--- src/rtl/qpu_ifu_ifetch.sv ---
// QPU IFU fetch stage: PC generation, single outstanding fetch tracking and a 1-entry IR.
// Optional fetch counter output enabled by defining QPU_IFU_FETCH_CNT_EN.
module qpu_ifu_ifetch #(
    parameter int                 PC_SIZE    = 32,
    parameter int                 INSTR_SIZE = 32,
    parameter logic [PC_SIZE-1:0] RESET_PC   = {PC_SIZE{1'b0}}
) (
    input  logic                  clk,
    input  logic                  rst_n,
    output logic                  ifu_req_valid,
    input  logic                  ifu_req_ready,
    output logic [PC_SIZE-1:0]    ifu_req_pc,
    output logic                  ifu_req_seq,
    input  logic                  ifu_rsp_valid,
    output logic                  ifu_rsp_ready,
    input  logic [INSTR_SIZE-1:0] ifu_rsp_instr,
    output logic                  ifu_o_valid,
    input  logic                  ifu_o_ready,
    output logic [INSTR_SIZE-1:0] ifu_o_ir,
    output logic [PC_SIZE-1:0]    ifu_o_pc,
    input  logic                  pipe_flush_req,
    input  logic [PC_SIZE-1:0]    pipe_flush_pc,
    output logic                  pipe_flush_ack
`ifdef QPU_IFU_FETCH_CNT_EN
    ,
    output logic [31:0]           ifu_fetch_cnt
`endif
);

    typedef enum logic [1:0] {
        ST_IDLE,
        ST_WAIT,
        ST_DROP
    } state_e;

    state_e                  state_q, state_d;
    logic [PC_SIZE-1:0]      pc_nxt_q, pc_nxt_d;
    logic [PC_SIZE-1:0]      req_pc_q, req_pc_d;
    logic                    seq_q, seq_d;
    logic                    ir_valid_q, ir_valid_d;
    logic [INSTR_SIZE-1:0]   ir_q, ir_d;
    logic [PC_SIZE-1:0]      ir_pc_q, ir_pc_d;
    logic                    req_hsk, rsp_hsk, o_hsk, ir_fill;

    assign ifu_rsp_ready  = (state_q == ST_DROP) | ~ir_valid_q | ifu_o_ready;
    assign rsp_hsk        = ifu_rsp_valid & ifu_rsp_ready;
    // A new fetch may go out in the same cycle the outstanding one returns.
    assign ifu_req_valid  = rst_n & ~pipe_flush_req &
                            ((state_q == ST_IDLE) | ((state_q == ST_WAIT) & rsp_hsk));
    assign req_hsk        = ifu_req_valid & ifu_req_ready;
    assign ifu_req_pc     = pc_nxt_q;
    assign ifu_req_seq    = seq_q;
    assign ifu_o_valid    = ir_valid_q;
    assign ifu_o_ir       = ir_q;
    assign ifu_o_pc       = ir_pc_q;
    assign o_hsk          = ir_valid_q & ifu_o_ready;
    assign pipe_flush_ack = 1'b1;

    always_comb begin
        state_d    = state_q;
        pc_nxt_d   = pc_nxt_q;
        req_pc_d   = req_pc_q;
        seq_d      = seq_q;
        ir_valid_d = ir_valid_q;
        ir_d       = ir_q;
        ir_pc_d    = ir_pc_q;
        ir_fill    = 1'b0;

        if (o_hsk) begin
            ir_valid_d = 1'b0;
        end

        if (pipe_flush_req) begin
            // Redirect: whatever is in flight becomes stale and the IR is emptied.
            pc_nxt_d   = pipe_flush_pc;
            seq_d      = 1'b0;
            ir_valid_d = 1'b0;
            case (state_q)
                ST_WAIT, ST_DROP: state_d = rsp_hsk ? ST_IDLE : ST_DROP;
                default:          state_d = ST_IDLE;
            endcase
        end else begin
            if (req_hsk) begin
                req_pc_d = pc_nxt_q;
                pc_nxt_d = pc_nxt_q + PC_SIZE'(4);
                seq_d    = 1'b1;
                state_d  = ST_WAIT;
            end
            case (state_q)
                ST_WAIT: begin
                    if (rsp_hsk) begin
                        ir_fill    = 1'b1;
                        ir_d       = ifu_rsp_instr;
                        ir_pc_d    = req_pc_q;
                        ir_valid_d = 1'b1;
                        if (!req_hsk) begin
                            state_d = ST_IDLE;
                        end
                    end
                end
                ST_DROP: begin
                    if (rsp_hsk) begin
                        state_d = ST_IDLE;
                    end
                end
                default: ;
            endcase
        end
    end

    always_ff @(posedge clk or negedge rst_n) begin
        if (!rst_n) begin
            state_q    <= ST_IDLE;
            pc_nxt_q   <= RESET_PC;
            req_pc_q   <= {PC_SIZE{1'b0}};
            seq_q      <= 1'b0;
            ir_valid_q <= 1'b0;
            ir_q       <= {INSTR_SIZE{1'b0}};
            ir_pc_q    <= {PC_SIZE{1'b0}};
        end else begin
            state_q    <= state_d;
            pc_nxt_q   <= pc_nxt_d;
            req_pc_q   <= req_pc_d;
            seq_q      <= seq_d;
            ir_valid_q <= ir_valid_d;
            ir_q       <= ir_d;
            ir_pc_q    <= ir_pc_d;
        end
    end

`ifdef QPU_IFU_FETCH_CNT_EN
    logic [31:0] fetch_cnt_q, fetch_cnt_d;

    // Counts only responses that land in the IR; dropped ones are excluded.
    always_comb begin
        fetch_cnt_d = fetch_cnt_q;
        if (ir_fill) begin
            fetch_cnt_d = fetch_cnt_q + 32'd1;
        end
    end

    always_ff @(posedge clk or negedge rst_n) begin
        if (!rst_n) begin
            fetch_cnt_q <= 32'd0;
        end else begin
            fetch_cnt_q <= fetch_cnt_d;
        end
    end

    assign ifu_fetch_cnt = fetch_cnt_q;
`else
    logic unused_fill;
    assign unused_fill = ir_fill;
`endif

endmodule

--- config.mk ---
export PLATFORM = sky130hd
export DESIGN_NAME = qpu_ifu_ifetch
export DESIGN_NICKNAME = d
export VERILOG_FILES = /design/src/rtl/qpu_ifu_ifetch.sv
export SDC_FILE = /design/constraint.sdc
export NUM_CORES = 1
export LEC_CHECK = 0
export ABC_AREA = 1
export CAP_MARGIN = 20
export CORE_MARGIN = 2
export CORE_UTILIZATION = 40
export DETAILED_ROUTE_END_ITERATION = 8
export PLACE_DENSITY_LB_ADDON = 0.1
export SYNTH_ARGS = -nofsm -noshare
export SYNTH_HDL_FRONTEND = slang
export SYNTH_SLANG_ARGS = --single-unit
--- constraint.sdc ---
create_clock -name clk -period 2.9 [get_ports clk]
set_input_delay 0.29 -clock clk [delete_from_list [all_inputs] [get_ports clk]]
set_output_delay 0.29 -clock clk [all_outputs]
set_load 0.1 [all_outputs]
Word level (Yosys, flattened, before mapping)
Cells that the tools add are included.

Bits of input ports: 70. Flip-flop bits (word level): 132. Output and inout port bits: 101.

Multiplexer cells: 16. Equality and inequality tests: 2. Bitwise operators: 11. Add/sub/neg operators: 1. Reduce and logical (&&, ||, !) cells: 5.

Operator list (number): 32-bit two-way mux (2); 32-bit by 3-bit adder with 32-bit output (second input constant) (1); 2-bit two-way mux (7); 1-bit AND (6); 1-bit two-way mux (6); 2-bit case mux with 2 select lines (1); 1-bit bitwise OR (3); 3-bit AND reduction (1); 2-bit by 1-bit == test with 1-bit output (second input constant) (1); 2-bit == test (second input constant) (1); 2-bit logical NOT (1); 1-bit NOT (2); 2-bit AND reduction (1); 2-bit nonzero test (1); 2-bit OR reduction (1).

Longest topological paths before layout
Gate-level depths: netlist of run 1.

Depth in word-level cells: 13. Depth in mapped cells: 12. Mapped depth without buffers: 11.

Least setup slack after synthesis of run 1
OpenSTA, ideal clock, no wires.

Path kind: register to register. Start: register ir_valid_q (netlist: ifu_o_valid). End: register ir_q[0] (netlist: ifu_o_ir[0]). Arrival: 2.540 ns. Clock period less this slack: 2.665 ns. Buffers on the path: 2. Data required time: 2.775 ns. Path slack: 0.235 ns. Cell stages (with the launch flop): 6. Path through: dfrtp_1 -> nand3_2 -> nand4_2 -> buf_6 -> buf_6 -> mux2_4.

Word-level cells in the longest chain between the ends: 5.

RTL lines: start: declaration (RTL line 40) `logic ir_valid_q, ir_valid_d;`; start signal: assignment (RTL line 125) `ir_valid_q <= ir_valid_d;`; 1-bit NOT (RTL line 45) `assign ifu_rsp_ready = (state_q == ST_DROP) | ~ir_valid_q | ifu_o_ready;`; 1-bit bitwise OR (2 in a row) (RTL line 45); via ifu_rsp_ready (RTL line 15) `output logic ifu_rsp_ready,`; 1-bit AND (RTL line 46) `assign rsp_hsk = ifu_rsp_valid & ifu_rsp_ready;`; 3-bit AND reduction (no source line); end signal: assignment (RTL line 118) `ir_q <= {INSTR_SIZE{1'b0}};`; end signal: assignment (RTL line 126) `ir_q <= ir_d;`; end: declaration (RTL line 41) `logic [INSTR_SIZE-1:0] ir_q, ir_d;`.

The timed path passes the listed nets, and every way through them passes these cells. A chain may end at the register's enable or synchronous reset.

Final worst setup path of run 1
Start: register state_q[0]. End: register ir_q[16] (netlist: ifu_o_ir[16]).

Word-level cells in the longest chain between the ends: 5. Elaborated cells between the ends (all ways): 6. Those cells by class: 2 x eq/ne; 3 x bitwise; 1 x reduce/logical.

RTL lines: start: declaration (RTL line 36) `state_e state_q, state_d;`; start signal: assignment (RTL line 121) `state_q <= state_d;`; 2-bit == test (RTL line 45); 1-bit bitwise OR (2 in a row) (RTL line 45); 1-bit AND (RTL line 46); 3-bit AND reduction (no source line) *.

Every way passes the cells marked *; elsewhere a longest branch is shown, timed or not.

==> summary.md, run 1 <==
| Metric | Value |
|---|---|
| Status | finished, violations left |
| Failing checks | hold timing |
| GPL Wtd Cong | approximately 0.9 |
| Top_reg_cell synth | dfrtp_1 |
| Top cell family by delay on the critical path | buffers and inverters |
| Post-Synth Adder-Cell Area | 0.00793 |
| Post-Synth Simple-Gate Area | 0.227 |
| Synth top area cells | dfrtp_1, nand2_1, mux2_2, mux2_4, nand3_1 |
| First-pass GRT wire length | around 26000 µm |
| Largest family of logic cells by synthesized area | simple AND/OR/NAND/NOR gates |
| Die ar. | 16800 µm² |
| Worst-Skew Late Latency | roughly 0.41 ns |
| Number of global-route vias before repair | roughly 5200 |
| DR DRC count | 0 |
| Buf/Inv on CP | 3 |
| Design Area, Final | between 8000 and 9000 µm² |
| Post-CTS Setup Bufs | 0 |
| Post-synthesis compound-gate area fraction | 0.0468 |
| Total track usage | 0.204 |
| Critical path launch point type | register |
| Area leader, netlist | dfrtp_1 |
| Largest net degree at the start of global routing | around 130 |
| Post-synthesis register bit count | between 100 and 150 |
| Final Hold Viols | 1 |
| CP Class | reg2reg |
| Area share of the largest cell type after synthesis | 0.523 |
| CP arrival | 2.42 ns |
| CTS Buf Count | 17 |
| Clock transition at the registers of the reported paths | 0.06 ns |
| Root Driver | clkbuf_16 |
| Final Critical Period | roughly 2.1 ns |
| Vias/cell | just under 5 |
| DR pass1 iterations | 4 |
| DRT iter0 DRCs | 249 |
| Die W | 130 µm |
| Post-synthesis cell type count | 30 |
| Power density cells | 1090 nW/µm² |
| Resized Gates After CTS | 0 |
| Max Slew Vio Count | 0 |
| Mux contribution to synthesized area | 0.125 |
| Final WS setup | a little under 0.8 ns |
| Setup_tns | 0 ns |
| IO buf count | roughly 170 |
| Fraction of layout cells with a size suffix above 1 | 0.265 |
| DPL Wire Length | roughly 12000 µm |
| Setup Viol. Count Final | 0 |
| FMAX | roughly 470 MHz |
| Crit-path max FO | 23 |
| Overall power | a little over 9 mW |
| Max-slew headroom | 0.537 |
| Chip height | around 130 µm |
| CTS tree | built |
| RSZ-0062 raised after global routing | false |
| Clock Sink Count | between 100 and 150 |
| N_diodes | 0 |
| Cell Chain, Critical Path | inv_1 -> ha_1 -> inv_2 -> nand3_2 -> nand4_4 -> buf_4 -> mux2_4 |
| Synthesized Nets | roughly 750 |
| Post-synth ARST share | 1.00 |
| Starting density of the core | 0.412 |
| Slew @ Worst Pin | 0.695 ns |
| Ratio of final minimum period to clock period | 0.732 |
| WHS | -0.00635 ns |
| Worst setup EP type | register |
| Slowest Stage Delay on Critical Path | 0.43 ns |
| Static leakage | between 4 and 5 nW |
| Seq/Total Area, Yosys | 0.523 |
| H-tree depth | 4 |
| Crit-path slowest cell | nand4_4 |
| CTS Hold Bufs | 0 |
| Initial antenna violation count | 0 |
| Layout Area Growth over Synthesis | 35.8% |
| DRT Wirelength | 16400 µm |
| Worst VDD drop | around 0.00053 V |
| Placeable Area | approximately 15000 µm² |
| Post-Syn Instances | 678 |
| Routed via count | around 5100 |
| Yosys warns | 0 |
| Hold Crit Class | in2async |
| Reg2Reg Depth | 7 |
| Synth Cell Area | 6310 µm² |
| I/O Pins | approximately 170 |
| Final ANT Viol Nets | 0 |
| Net count reported at finish | between 900 and 1000 |
| Worst path required time | ~3.2 ns |
| Placed cell areas | 7950 µm² |
| DP Worst Slack | 0.669 ns |
| Grt total ovfl | 0 |
| Crit path depth | 7 |
| Max Cap Viol | 0 |
| Post-synthesis xor/xnor area fraction | 0.00971 |
| Clk_skew | between 0.006 and 0.007 ns |
| Post-Syn Area per Cell | a little over 9 µm² |
| Longest Clk Path Bufs | 2 |
| WL/cell | around 15 µm |
| Site Rows | 45 |
| Number of enable flip-flop cells after synthesis | 0 |
stage by stage:
| stage | util | hold slack [ns] | cells |
|---|---|---|---|
| 2_1_floorplan | - | -0.00559 | 678 |
| 3_3_place_gp | 0.519 | 0.470 | 1036 |
| 3_5_place_dp | 0.519 | 0.475 | 1036 |
| 4_1_cts | 0.560 | 0.0506 | 1068 |
| 5_1_grt | 0.560 | 0.0664 | 1068 |
| 6_report | 0.560 | -0.00635 | 1068 |
power by group:
part	leakage [nW]	switching, mW	internal (mW)
combinational	2.24	3.44	1.02
clock	0.297	0.791	1.43
sequential	1.68	0.344	2.34
final cells by class:
cell class | instances | area (µm²)
clock buffer | 22 | 474
clock inverter | 10 | 145
fill | 1402 | 6740
inverter | 50 | 190
multi-input combinational | 467 | 2650
sequential | 132 | 3300
tap | 211 | 264
timing repair buffer | 176 | 1550
metal layers:
metal	vias to the layer above	part of all wire	GRT usage	wire, µm
met2	157	0.44	0.307	7270
met5	-	0	0	0
met4	0	0.021	0.0683	348
met1	2407	0.47	0.281	7720
met3	24	0.067	0.0615	1100
li1	2539	-	-	-
state kept, by name, summed over array words and instances (netlist names):
| register | cells |
|---|---|
| ifu_o_valid | 1 |
| ifu_o_pc | 32 |
| req_pc_q | 32 |
| ifu_req_seq | 1 |
| ifu_o_ir | 32 |
| ifu_req_pc | 32 |
| state_q | 2 |
logic make-up (layout without fill, tap and decap cells):
family                     count (synthesis)  after routing
buffers and inverters                     79            258
other                                      1              1
muxes                                     62             62
AOI/OAI and AO/OA                         59             59
DFF                                      132            132
adders and majority gates                  4              4
xor gates and xnor gates                   7              7
and+or+nand+nor                          334            334
cells in the mapped netlist, types with 2 or more instances:
cell      number
a21oi_1        2
nand3_2        2
nand2_2        4
nor2_4         3
nand2_1      214
buf_4          6
inv_1         42
dfrtp_1      132
xor2_1         6
o21ai_1       43
nor2_2         8
ha_1           4
nor2_1        35
buf_2         12
nand4_1        4
clkbuf_1       5
mux2_4        25
buf_6          5
o21ai_0       14
clkinv_1       2
nand3_1       61
mux2_2        37
inv_2          5
cell usage in the layout (no fill, tap or decap), types with 3 or more instances in the layout:
cell type        synthesis  routed
nand2_2                  4       4
nand2_1                214     214
xor2_1                   6       6
dfrtp_1                132     132
clkbuf_8                 0       3
nor2_2                   8       8
buf_12                   0       4
buf_4                    6     103
mux2_2                  37      37
inv_2                    5       5
o21ai_1                 43      43
bufinv_16                0       3
nand4_1                  4       4
clkdlybuf4s50_1          0      68
clkbuf_16                0      17
nor2_1                  35      35
o21ai_0                 14      14
nand3_2                  2       3
ha_1                     4       4
nand3_1                 61      60
nor2_4                   3       3
mux2_4                  25      25
inv_1                   42      42
path summary, 6_finish.rpt:
check,from,endpoint,slack [ns]
setup reg to reg,state_q[0],ifu_o_ir[16],0.78
setup / recovery,state_q[0],ifu_o_ir[16],0.78
hold / removal,rst_n,req_pc_q[13],-0.006
max in group asynchronous,rst_n,ifu_o_pc[4],2.40
min in group clk,pipe_flush_pc[24],ifu_req_pc[24],0.44
hold reg to reg,req_pc_q[12],req_pc_q[12],0.48
Note: power is estimated with default switching activity, not from simulation.
==> run 2: changes to the inputs <==
- clock period: 2.9 -> 1.7 ns (I/O delays scaled with it)
==> run 2 against run 1 <==
The run ends with setup timing left. Total power up 83%. Setup slack worse by 0.95 ns. Via count up 7.5%. Clock-buffer cell count down 1. Flip-flop and latch count unchanged. Combinational power up 99%. Final cell count up 4.6%. Critical path depth up 4. Global-route usage up 2.1 points. Critical path type unchanged. Largest power group unchanged.
==> summary.md, run 2 (synthesis gave the netlist of run 1 again) <==
| Metric | Value |
|---|---|
| Crit-path slowest cell | dfrtp_1 |
| RSZ-0062 raised after global routing | true |
| Chip height | 130 µm |
| Commonest non-fill, non-tap cell in the layout | nand2_1 |
| CTS tree | built |
| Final WS setup | -0.170 ns |
| Crit-path most repeated cell | nand3_1 |
| M1 wire length | a little under 9000 µm |
| Placeable Area | between 15000 and 20000 µm² |
| Critical path launch point type | register |
| DRT iter0 DRCs | about 250 |
| Crit-path max FO | 25 |
| Switching portion of total power | 0.479 |
| Site Rows | 45 |
| DR DRC count | 0 |
| Initial antenna violation count | 0 |
| Clock Sink Count | ~130 |
| Max-slew headroom | 0.511 |
| Static leakage | just under 5 nW |
| CTS Buf Count | 17 |
| Total track usage | 0.224 |
| Layout Area Growth over Synthesis | 61.5% |
| Buf/Inv on CP | 5 |
| Max Cap Viol | 0 |
| Final Critical Period | 1.87 ns |
| Status | finished, violations left |
| Root Driver | clkbuf_16 |
| Logic pwr share | 0.517 |
| Reg power frac | 0.277 |
| Number of global-route vias before repair | approximately 5600 |
| Routed via count | roughly 5500 |
| Clock share of power | 0.207 |
| Area of the multi-input gates | roughly 2800 µm² |
| FMAX | 535 MHz |
| Clock transition at the registers of the reported paths | around 0.06 ns |
| Worst setup EP type | register |
| Storage element area | 3340 µm² |
| Overall power | 17.1 mW |
| WL/cell | roughly 17 µm |
| Top sig layer | met4 |
| DRT Wirelength | just under 20000 µm |
| Met2 routed wirelength | approximately 9400 µm |
| Starting density of the core | 0.412 |
| Power density cells | 1680 nW/µm² |
| Die W | roughly 130 µm |
| Largest net degree at the start of global routing | between 100 and 150 |
| Most frequent cells in the layout | nand2_1, dfrtp_1, buf_12 |
| Clk_skew | 0.0125 ns |
| Cell Chain, Critical Path | inv_2 -> ha_2 -> nand3_2 -> nand2_2 -> buf_4 -> buf_6 -> nand3_4 -> buf_12 -> buf_16 -> nand3_1 -> nand3_1 |
| IO buf count | around 170 |
| Final Hold Viols | 0 |
| P_int | a little under 9 mW |
| Grt total ovfl | 0 |
| Failing checks | setup timing |
| Fraction of layout cells with a size suffix above 1 | 0.369 |
| Met3 wire length | 1020 µm |
| Max Slew Vio Count | 0 |
| First-pass GRT wire length | 28800 µm |
| Filler instances | approximately 1200 |
| Die ar. | between 15000 and 20000 µm² |
| Final ANT Viol Nets | 0 |
| Design Area, Final | approximately 10000 µm² |
| N_diodes | 0 |
| Hold Crit Class | in2reg |
| I/O Pins | 171 |
| Top cell family by delay on the critical path | buffers and inverters |
| Net count reported at finish | between 900 and 1000 |
| H-tree depth | 4 |
| Psw | between 8 and 9 mW |
| DR pass1 iterations | 4 |
| Slew @ Worst Pin | 0.734 ns |
| DPL Wire Length | between 10000 and 15000 µm |
| Worst path required time | roughly 2.0 ns |
| CP arrival | 2.17 ns |
| Vias/cell | roughly 4.9 |
| Worst VDD drop | slightly above 0.001 V |
| Slowest Stage Delay on Critical Path | approximately 0.42 ns |
| GPL Wtd Cong | a little over 0.9 |
| CP Class | reg2reg |
| Worst-Skew Late Latency | ~0.43 ns |
| Setup Viol. Count Final | between 100 and 150 |
| Ratio of final minimum period to clock period | 1.10 |
| Placed cell areas | about 9000 µm² |
| Longest Clk Path Bufs | 2 |
[run 2: layout make-up]
type / instances / area share
clock inverters: 11 / 0.0102
inverters: 50 / 0.0200
repair buffers: 225 / 0.295
multi-input cells: 467 / 0.276
well taps: 211 / 0.0259
flip-flops and latches: 132 / 0.327
clock buffers: 21 / 0.0461
[run 2: power groups by stage]
stage / Sequential, mW / Combinational (mW) / Clock [mW]
finish: 4.74 / 8.86 / 3.54
global route: 4.85 / 9.16 / 3.75
CTS: 4.74 / 8.73 / 3.58
detailed placement: 4.78 / 8.68 / 0
global placement: 4.73 / 8.65 / 0
floorplan: 9.29 / 1.22 / 0
[run 2: repair_timing]
action,CTS,global route
cloned,2,9
endpoints found under the hold margin,132,0
setup buffers,3,7
hold buffers,1,0
setup endpoints to repair,60,126
gates resized for setup,11,55
pin swaps,3,6
[run 2: path summary, 6_finish.rpt]
kind	start	to	cells after the start	slack (ns)
min	pipe_flush_pc[21]	ifu_req_pc[21]	3	0.30
max	state_q[1]	ifu_req_pc[27]	11	-0.17
max in group asynchronous	rst_n	ifu_req_pc[18]	3	0.66
min reg2reg	req_pc_q[21]	req_pc_q[21]	2	0.49
min in group asynchronous	rst_n	ifu_o_pc[31]	3	0.43
max reg2reg	state_q[1]	ifu_req_pc[27]	11	-0.17
[run 2: per-stage QoR]
stage / instances / utilization / setup slack [ns] / setup TNS [ns] / hold WS [ns]
2_1_floorplan: 678 / - / -0.216 / -19.28 / -0.126
3_3_place_gp: 1063 / 0.589 / -0.0207 / -0.0762 / 0.341
3_5_place_dp: 1063 / 0.589 / -0.0844 / -1.61 / 0.344
4_1_cts: 1101 / 0.635 / -0.136 / -3.10 / 0.301
5_1_grt: 1117 / 0.666 / -0.218 / -19.37 / 0.328
6_report: 1117 / 0.666 / -0.170 / -11.12 / 0.305
[run 2: per-layer routing]
| metal | global-route usage | up-vias |
|---|---|---|
| met3 | 0.0524 | 27 |
| li1 | - | 2634 |
| met1 | 0.293 | 2682 |
| met2 | 0.368 | 171 |
| met4 | 0.0772 | 0 |
| met5 | 0 | - |
[run 2: tightest hold or removal path: stages]
cell	delay (ns)
clkdlybuf4s50_1	0.39
nand2_1	0.06
nand3_1	0.07
